`config.mk`:
```
export PLATFORM = sky130hd
export DESIGN_NAME = tour_fitness
export DESIGN_NICKNAME = d
export VERILOG_FILES = /design/src/rtl/ga_pkg.sv /design/src/rtl/perm_check.sv /design/src/rtl/tour_fitness.sv
export SDC_FILE = /design/constraint.sdc
export NUM_CORES = 1
export LEC_CHECK = 0
export ABC_CLOCK_PERIOD_IN_PS = 4370
export BUFFER_PORTS_ARGS = -buffer_cell sky130_fd_sc_hd__buf_2
export CAP_MARGIN = 20
export CELL_PAD_IN_SITES_DETAIL_PLACEMENT = 2
export CELL_PAD_IN_SITES_GLOBAL_PLACEMENT = 2
export CORE_MARGIN = 1.5
export CORE_UTILIZATION = 33
export DETAILED_ROUTE_END_ITERATION = 8
export PLACE_DENSITY = 0.87
export SLEW_MARGIN = 0
export SYNTH_ARGS = -nofsm -noshare
export SYNTH_HDL_FRONTEND = slang
export SYNTH_SLANG_ARGS = --single-unit
```
`constraint.sdc`:
```
create_clock -name clk -period 4.37 [get_ports clk]
set_input_delay 0.437 -clock clk [delete_from_list [all_inputs] [get_ports clk]]
set_output_delay 0.437 -clock clk [all_outputs]
set_load 0.005 [all_outputs]
```
`src/rtl/ga_pkg.sv`:
```
// Shared constants and types for the GA pipeline (swap, fitness, selection).
// Also holds gene-mux helpers used by the tour fitness evaluator.
package ga_pkg;

  localparam int N_GENES = 30;                 // genes per chromosome (tour length)
  localparam int GENE_W  = 5;                  // bits per gene (city index)
  localparam int CHROM_W = N_GENES * GENE_W;   // packed chromosome width
  localparam int DIST_W  = 12;                 // distance ROM word width
  localparam int FIT_W   = DIST_W + 5;         // holds N_GENES * (2^DIST_W - 1)

  typedef logic [GENE_W-1:0] gene_t;

  localparam gene_t LAST_IDX = gene_t'(N_GENES - 1);

  typedef enum logic [1:0] {
    IDLE,
    ISSUE,
    DRAIN,
    DONE
  } state_e;

  // Gene idx of a packed chromosome; gene 0 sits at the LSBs.
  function automatic gene_t gene_at(input logic [CHROM_W-1:0] chrom, input gene_t idx);
    return chrom[idx*GENE_W +: GENE_W];
  endfunction

  // Successor index around the closed tour.
  function automatic gene_t wrap_inc(input gene_t idx);
    return (idx == LAST_IDX) ? '0 : idx + 1'b1;
  endfunction

endpackage

```
`src/rtl/perm_check.sv`:
```
// Permutation checker: a seen bitmap plus a sticky bad flag.
// Ports:
//   clk, rst_n   clock, asynchronous active-low reset
//   clear        start of a new chromosome: empties bitmap and bad flag
//   gene_valid   gene carries one city of the chromosome this cycle
//   gene         city index to check
//   bad          set once any gene is out of range or repeated
module perm_check
  import ga_pkg::*;
(
  input  logic  clk,
  input  logic  rst_n,
  input  logic  clear,
  input  logic  gene_valid,
  input  gene_t gene,
  output logic  bad
);

  logic [N_GENES-1:0] seen_q;
  logic               bad_q;

  // NOTE: state is assigned with <= so every register samples pre-edge values.
  always_ff @(posedge clk or negedge rst_n) begin
    if (!rst_n) begin
      seen_q <= '0;
      bad_q  <= 1'b0;
    end else if (clear) begin
      seen_q <= '0;
      bad_q  <= 1'b0;
    end else if (gene_valid) begin
      // The range test comes first so the bitmap is never indexed past its end.
      if (gene > LAST_IDX) begin
        bad_q <= 1'b1;
      end else if (seen_q[gene]) begin
        bad_q <= 1'b1;
      end else begin
        seen_q[gene] <= 1'b1;
      end
    end
  end

  assign bad = bad_q;

endmodule

```
`src/rtl/tour_fitness.sv`:
```
// Tour fitness evaluator: walks the 30 edges of a closed tour through an
// external distance ROM (one-cycle read latency), sums the distances and
// checks that the chromosome is a permutation of 0..N_GENES-1.
// Ports:
//   clk, rst_n          clock, asynchronous active-low reset
//   start               request evaluation (sampled only in IDLE)
//   chromosome          N_GENES packed genes, gene 0 at the LSBs
//   dist_en             ROM read enable
//   dist_from, dist_to  ROM row / column (hold when dist_en=0)
//   dist_data           ROM word, valid the cycle after dist_en
//   busy                high from the cycle after acceptance through done
//   done                one-cycle pulse, fitness/valid final
//   fitness, valid      tour cost and permutation flag, held until next done
module tour_fitness
  import ga_pkg::*;
(
  input  logic               clk,
  input  logic               rst_n,
  input  logic               start,
  input  logic [CHROM_W-1:0] chromosome,
  output logic               dist_en,
  output gene_t              dist_from,
  output gene_t              dist_to,
  input  logic [DIST_W-1:0]  dist_data,
  output logic               busy,
  output logic               done,
  output logic [FIT_W-1:0]   fitness,
  output logic               valid
);

  state_e             state_q;
  gene_t              k_q;
  logic [CHROM_W-1:0] chrom_q;
  logic [FIT_W-1:0]   acc_q;
  logic [FIT_W-1:0]   acc_d;
  logic               rd_pend_q;   // a ROM word arrives this cycle
  logic               dist_en_q;
  gene_t              from_q;
  gene_t              to_q;
  logic               busy_q;
  logic               done_q;
  logic [FIT_W-1:0]   fitness_q;
  logic               valid_q;

  logic accept;
  logic bad;

  assign accept = (state_q == IDLE) && start;
  assign acc_d  = acc_q + FIT_W'(dist_data);

  perm_check u_perm_check (
    .clk        (clk),
    .rst_n      (rst_n),
    .clear      (accept),
    .gene_valid (state_q == ISSUE),
    .gene       (gene_at(chrom_q, k_q)),
    .bad        (bad)
  );

  // Outputs are loaded one edge early so that during ISSUE step k the ROM
  // address already reflects edge k.
  always_ff @(posedge clk or negedge rst_n) begin
    if (!rst_n) begin
      state_q   <= IDLE;
      k_q       <= '0;
      // NOTE: the chromosome copy is reset as well, so the gene mux never
      // presents X to the checker or ROM address after reset.
      chrom_q   <= '0;
      acc_q     <= '0;
      rd_pend_q <= 1'b0;
      dist_en_q <= 1'b0;
      from_q    <= '0;
      to_q      <= '0;
      busy_q    <= 1'b0;
      done_q    <= 1'b0;
      fitness_q <= '0;
      valid_q   <= 1'b0;
    end else begin
      done_q    <= 1'b0;
      rd_pend_q <= dist_en_q;
      if (rd_pend_q) acc_q <= acc_d;

      case (state_q)
        IDLE: begin
          if (start) begin
            chrom_q   <= chromosome;
            acc_q     <= '0;
            k_q       <= '0;
            dist_en_q <= 1'b1;
            from_q    <= gene_at(chromosome, '0);
            to_q      <= gene_at(chromosome, gene_t'(1));
            busy_q    <= 1'b1;
            state_q   <= ISSUE;
          end
        end
        ISSUE: begin
          if (k_q == LAST_IDX) begin
            dist_en_q <= 1'b0;
            state_q   <= DRAIN;
          end else begin
            k_q    <= k_q + 1'b1;
            from_q <= gene_at(chrom_q, k_q + 1'b1);
            to_q   <= gene_at(chrom_q, wrap_inc(k_q + 1'b1));
          end
        end
        DRAIN: begin
          // Edge 29's word is on dist_data now; fold it straight into the result.
          fitness_q <= acc_d;
          valid_q   <= ~bad;
          done_q    <= 1'b1;
          state_q   <= DONE;
        end
        DONE: begin
          busy_q  <= 1'b0;
          state_q <= IDLE;
        end
        default: state_q <= IDLE;
      endcase
    end
  end

  assign dist_en   = dist_en_q;
  assign dist_from = from_q;
  assign dist_to   = to_q;
  assign busy      = busy_q;
  assign done      = done_q;
  assign fitness   = fitness_q;
  assign valid     = valid_q;

endmodule

```
# [Word-level counts from Yosys, hierarchy flattened]
# Cells that the tools add are included.
[word_totals] register_bits=237 out_inout_bits=31
[classes] n_addsub=3 multipliers=3 n_lt_le_gt_ge=3 eq_ne=10 shift=3 mux=33 bitwise_logic=2 n_reduce_logical=14
[op_table] operator="variable part select 150 x 9 -> 5 bit" count=3
[op_table] operator="two-way mux 30 bit" count=4
[op_table] operator="two-way mux 17 bit" count=3
[op_table] operator="two-way mux 5 bit" count=7
[op_table] operator="OR 30 bit" count=1
[op_table] operator="case mux 5 bit (2 select lines)" count=3
[op_table] operator="multiplier 5 x 3 -> 8 bit, second input constant" count=3
[op_table] operator="adder 17 x 12 -> 17 bit" count=1
[op_table] operator="adder 5 x 1 -> 5 bit, second input constant" count=2
[op_table] operator="== test 5 bit, second input constant" count=2
[op_table] operator="!= test 2 bit, second input constant" count=5
[op_table] operator="two-way mux 1 bit" count=9
[op_table] operator="AND reduction 3 bit" count=3
[op_table] operator="case mux 2 bit (4 select lines)" count=1
[op_table] operator="AND reduction 2 bit" count=4
[op_table] operator="< comparator 5 x 6 -> 1 bit, second input constant" count=1
[op_table] operator="nonzero test 2 bit" count=3
[op_table] operator="binary-select mux 1 bit (select 5 bit)" count=1
[op_table] operator="demux 1 bit (select 5 bit)" count=1
[op_table] operator=">= comparator 5 x 1 -> 1 bit, second input constant" count=1
[op_table] operator="greater-than comparator 5 bit, second input constant" count=1
[op_table] operator="== test 2 bit, second input constant" count=2
[op_table] operator="two-way mux 2 bit" count=2
[op_table] operator="case mux 1 bit (2 select lines)" count=2
[op_table] operator="other kinds (5)" count=6

# [Longest topological paths before layout]
[logic_depth] ltp_word=11 mapped_depth=17

# [Hierarchy]
# Synthesis repeated with hierarchy kept, for this count alone.
[hier_totals] hier_cells=1610 area_unflattened_um2=14506.4
[by_module_without_submodules] mod="tour_fitness" instances=1 cells_per_inst=1451 area_each_um2=12888.6
[by_module_without_submodules] mod="perm_check" instances=1 cells_per_inst=159 area_each_um2=1617.8

# [Worst setup path after synthesis]
# OpenSTA, ideal clock, no wires.
[synth_timing] kind="flip-flop to flip-flop" startpoint="register k_q[0]" endpoint="register from_q[3] (netlist: dist_from[3])" arrival_time_ps=3986 t_required_ps=4221 path_slack_ps=235 stages_incl_launch_ff=16 synth_period_minus_slack_ps=4135 cell_sequence="dfrtp_1 buf_6 buf_6 inv_1 clkbuf_1 clkbuf_1 ha_1 clkbuf_1 buf_2 buf_1 clkbuf_1 mux4_2 nand2_1 nand3_1 nand4_1 a31oi_1"
[synth_via] elab_chain_len=5
[synth_rtl] item="start, declared" line_no="tour_fitness.sv:32" source="gene_t k_q;"
[synth_rtl] item="start signal, assigned" line_no="tour_fitness.sv:101" source="k_q <= k_q + 1'b1;"
[synth_rtl] item="adder 5 x 1 -> 5 bit" line_no="tour_fitness.sv:102" source="from_q <= gene_at(chrom_q, k_q + 1'b1);"
[synth_rtl] item="multiplier 5 x 3 -> 8 bit" line_no="ga_pkg.sv:24" source="return chrom[idx*GENE_W +: GENE_W];"
[synth_rtl] item="variable part select 150 x 9 -> 5 bit" line_no="ga_pkg.sv:24"
[synth_rtl] item="two-way mux 5 bit" line_no="tour_fitness.sv:97" source="if (k_q == LAST_IDX) begin"
[synth_rtl] item="case mux 5 bit (2 select lines)" line_no="tour_fitness.sv:83" source="case (state_q)"
[synth_rtl] item="end signal, assigned" line_no="tour_fitness.sv:90" source="from_q <= gene_at(chromosome, '0);"
[synth_rtl] item="end signal, assigned" line_no="tour_fitness.sv:102"
[synth_rtl] item="end, declared" line_no="tour_fitness.sv:38" source="gene_t from_q;"
# Parallel ways exist; a longest one is shown, timed or not. The select of a mux whose other input is x is not followed.
# A chain may end at the register's enable or synchronous reset.

# [Worst setup path in the final report]
[layout_timing] startpoint="register k_q[0]" endpoint="register to_q[2] (netlist: dist_to[2])"
[layout_via] elab_chain_len=7
[layout_rtl] item="adder 5 x 1 -> 5 bit" line_no="tour_fitness.sv:103" source="to_q <= gene_at(chrom_q, wrap_inc(k_q + 1'b1));"
[layout_rtl] item="adder 5 x 1 -> 5 bit / == test 5 bit (equally long branches)" line_no="ga_pkg.sv:29" source="return (idx == LAST_IDX) ? '0 : idx + 1'b1;"
[layout_rtl] item="two-way mux 5 bit" line_no="ga_pkg.sv:29"
[layout_rtl] item="multiplier 5 x 3 -> 8 bit" line_no="ga_pkg.sv:24"
[layout_rtl] item="variable part select 150 x 9 -> 5 bit" line_no="ga_pkg.sv:24"
[layout_rtl] item="two-way mux 5 bit" line_no="tour_fitness.sv:97"
[layout_rtl] item="case mux 5 bit (2 select lines)" line_no="tour_fitness.sv:83"
[layout_rtl] item="end signal, assigned" line_no="tour_fitness.sv:91" source="to_q <= gene_at(chromosome, gene_t'(1));"
[layout_rtl] item="end signal, assigned" line_no="tour_fitness.sv:103"
[layout_rtl] item="end, declared" line_no="tour_fitness.sv:39" source="gene_t to_q;"
# Parallel ways exist; a longest one is shown, timed or not. The select of a mux whose other input is x is not followed.

==> flow_metrics.env <==
export IMPL_status="complete, no violations"
export IMPL_ant_nets=0
export IMPL_grt_pass1_vias=14640
export IMPL_syn2layout_area_growth_pct=19.3
export IMPL_routed_wl_um=56600
export IMPL_worstPathArrival_ns=4.59
export IMPL_r2r_setup_slack_ns=0.27
export IMPL_seq_area_frac_synth_pct=41.8
export IMPL_antenna_found_initial=2
export IMPL_p_sw_mw=7.98
export IMPL_antenna_cells=0
export IMPL_vdd_ir_drop_max_mv=0.410
export IMPL_hold_violations=0
export IMPL_grtUsageTotal_pct=25.4
export IMPL_grt_use_met1_pct=32.5
export IMPL_clkLatencyLatePin_ns=0.57
export IMPL_grt_max_degree=173
export IMPL_yosysWarnings=0
export IMPL_min_delay_path_class="in2reg"
export IMPL_async_flop_share_pct=100
export IMPL_worst_pin_slew_ns=0.970
export IMPL_power_frac_clock_pct=15.8
export IMPL_start_kind="flip-flop"
export IMPL_fmax_mhz=244
export IMPL_die_width_um=210
export IMPL_coreArea_mm2=0.0422
export IMPL_start_util_pct=33.6
export IMPL_finalNetCount=1907
export IMPL_rsz0062_at_grt="no"
export IMPL_dr_pass1_iters=6
export IMPL_maxCapViolCount=0
export IMPL_cts_buffers=30
export IMPL_ys_ff_latch=237
export IMPL_seq_power_share_pct=27.4
export IMPL_post_route_util_pct=40.1
export IMPL_cts_tree="built"
export IMPL_syn_inst=1543
export IMPL_post_route_drc_count=0
export IMPL_grt_pass1_wl_um=87100
export IMPL_num_rows=75
export IMPL_use_met2_pct=43.9
export IMPL_power_leakage_nw=8.05
export IMPL_synth_cell_types=78
export IMPL_crit_fanout=19
export IMPL_wire_per_inst_um=24.8
export IMPL_met3_usage_pct=3.74
export IMPL_critPathKind="reg2reg"
export IMPL_clock_path_buffers=3
export IMPL_ys_flop_type="dfrtp_1"
export IMPL_die_h_um=210
export IMPL_drtIter0Drc=962
export IMPL_tns_ns=0
export IMPL_synth_edf_count=0
export IMPL_endpoint_kind="flip-flop"
export IMPL_nFillCells=4669
export IMPL_slew_viol_final=0
export IMPL_required_ns=4.85
export IMPL_grt_overflow=0
export IMPL_powerDensity_mw_per_mm2=982
export IMPL_cts_root_buf="clkbuf_16"
export IMPL_synth_area_mm2=0.0142
export IMPL_power_internal_mw=8.65
export IMPL_setup_violations=0
export IMPL_port_buffers=195
export IMPL_fin_crit_sh_pct=93.9
export IMPL_drive_gt1_share_pct=24.2
export IMPL_clock_skew_ns=0.0184
export IMPL_via_per_inst=5.79
export IMPL_h_tree_depth=1
export IMPL_synth_nets=1729
export IMPL_synth_avg_cell_area_um2=9.20
export IMPL_pwr_share_comb_pct=56.7
export IMPL_clkTransAtPathRegs_ns=0.06
export IMPL_switching_share_pct=48.0
export IMPL_gp_congestion=0.917
export IMPL_vias=13208
export IMPL_cts_sinks=237
export IMPL_ios=196
export IMPL_dieArea_mm2=0.0443
export IMPL_relSlewSlack_pct=35.3
export IMPL_hpwl_um=40800
export IMPL_busiest_layer="met2"
export IMPL_finalCriticalPeriod_ns=4.10
flip-flops by register name (all words and copies together) (netlist names), 2 cells and up:
| name | flops |
|---|---|
| chrom_q | 150 |
| state_q | 2 |
| k_q | 5 |
| fitness | 17 |
| dist_from | 5 |
| acc_q | 17 |
| dist_to | 5 |
| u_perm_check.seen_q | 30 |
power by group through the flow:
stage               clock, mW  sequential, mW  combinational [mW]
finish                   2.63            4.56                9.44
floorplan                   0            3.90                6.44
global route             2.75            4.68                10.1
global placement            0            4.45                8.66
CTS                      2.68            4.56                9.29
detailed placement          0            4.56                9.13
cells in the mapped netlist, types with 22 or more instances:
cell type / instances / area [µm²]
nand2_1: 555 / 2080
dfrtp_1: 237 / 5930
clkbuf_1: 67 / 251
mux2i_1: 67 / 671
mux4_2: 55 / 1240
nor2_1: 52 / 195
o22ai_1: 49 / 307
o21ai_0: 46 / 230
a21oi_1: 38 / 190
mux2_2: 38 / 428
nand3_1: 28 / 140
nor3_1: 22 / 110
per-stage QoR:
stage | worst slack, ns | std cells | total power [mW] | area (µm²) | hold slack, ns
2_1_floorplan | 0.235 | 1543 | 10.3 | 14200 | 0.141
3_3_place_gp | 0.199 | 2225 | 13.1 | 15800 | 0.476
3_5_place_dp | 0.237 | 2226 | 13.7 | 15800 | 0.481
4_1_cts | 0.257 | 2281 | 16.5 | 16900 | 0.0398
5_1_grt | 0.161 | 2282 | 17.6 | 16900 | 0.0644
6_report | 0.266 | 2282 | 16.6 | 16900 | 0.0593
path summary, 6_finish.rpt:
check,from,to,depth (start not counted)
max in group asynchronous,rst_n,chrom_q[133]$_DFFE_PN0P_,3
hold reg to reg,u_perm_check.seen_q[8]$_DFFE_PN0P_,u_perm_check.seen_q[8]$_DFFE_PN0P_,1
min in group asynchronous,rst_n,acc_q[5]$_DFF_PN0_,2
setup / recovery,k_q[0]$_DFFE_PN0P_,dist_to[2]$_DFFE_PN0P_,12
hold / removal,chromosome[111],chrom_q[111]$_DFFE_PN0P_,3
setup reg to reg,k_q[0]$_DFFE_PN0P_,dist_to[2]$_DFFE_PN0P_,12
kinds of logic after synthesis:
family	count (synthesis)	share of synthesized area, %
AO/OA/AOI/OAI	264	13.1
XOR/XNOR	20	1.23
adder cells (fa/ha/maj)	21	1.90
buffers and inverters	120	3.77
flip-flops	237	41.8
multiplexers	169	17.8
AND/OR/NAND/NOR	712	20.4
what timing repair did:
item,4_1_cts,5_1_grt
hold endpoints to repair,4,0
endpoints found under the setup margin,0,2
hold buffers,1,0
gates resized for setup,0,1
setup buffers,0,1
layout by cell type (no fill, tap or decap), drive strengths merged, types with 41 or more instances in the layout:
cell type  instances
nand2            557
buf              245
dfrtp            237
mux2i             67
mux4              60
nor2              55
o22ai             50
o21ai             49
mux2              42
clkbuf            41
metal layers:
layer,up-vias,wire length [µm]
met5,-,25
met4,4,1880
met3,135,3010
met2,473,27900
met1,6801,23700
li1,5795,-
critical path, stage by stage (launching register included):
cell and delay (ns):
dfrtp_4 0.67, buf_4 0.33, nand3_1 0.19, xnor2_1 0.22
buf_4 0.19, a211oi_1 0.36, o21ai_1 0.18, buf_4 0.21
o22ai_1 0.24, mux2i_1 0.10, a2111oi_0 0.81, a31oi_1 0.26
o21ai_0 0.24
cell type report:
| cell class | count | area (µm²) | area share (%) |
|---|---|---|---|
| clock buffers | 41 | 903 | 5.34 |
| clock inverters | 13 | 154 | 0.909 |
| inverters | 20 | 75.1 | 0.443 |
| multi-input cells | 1186 | 7760 | 45.9 |
| flip-flops and latches | 237 | 5930 | 35.1 |
| well taps | 539 | 674 | 3.98 |
| repair buffers | 246 | 1430 | 8.42 |
Note: power is estimated with default switching activity, not from simulation.
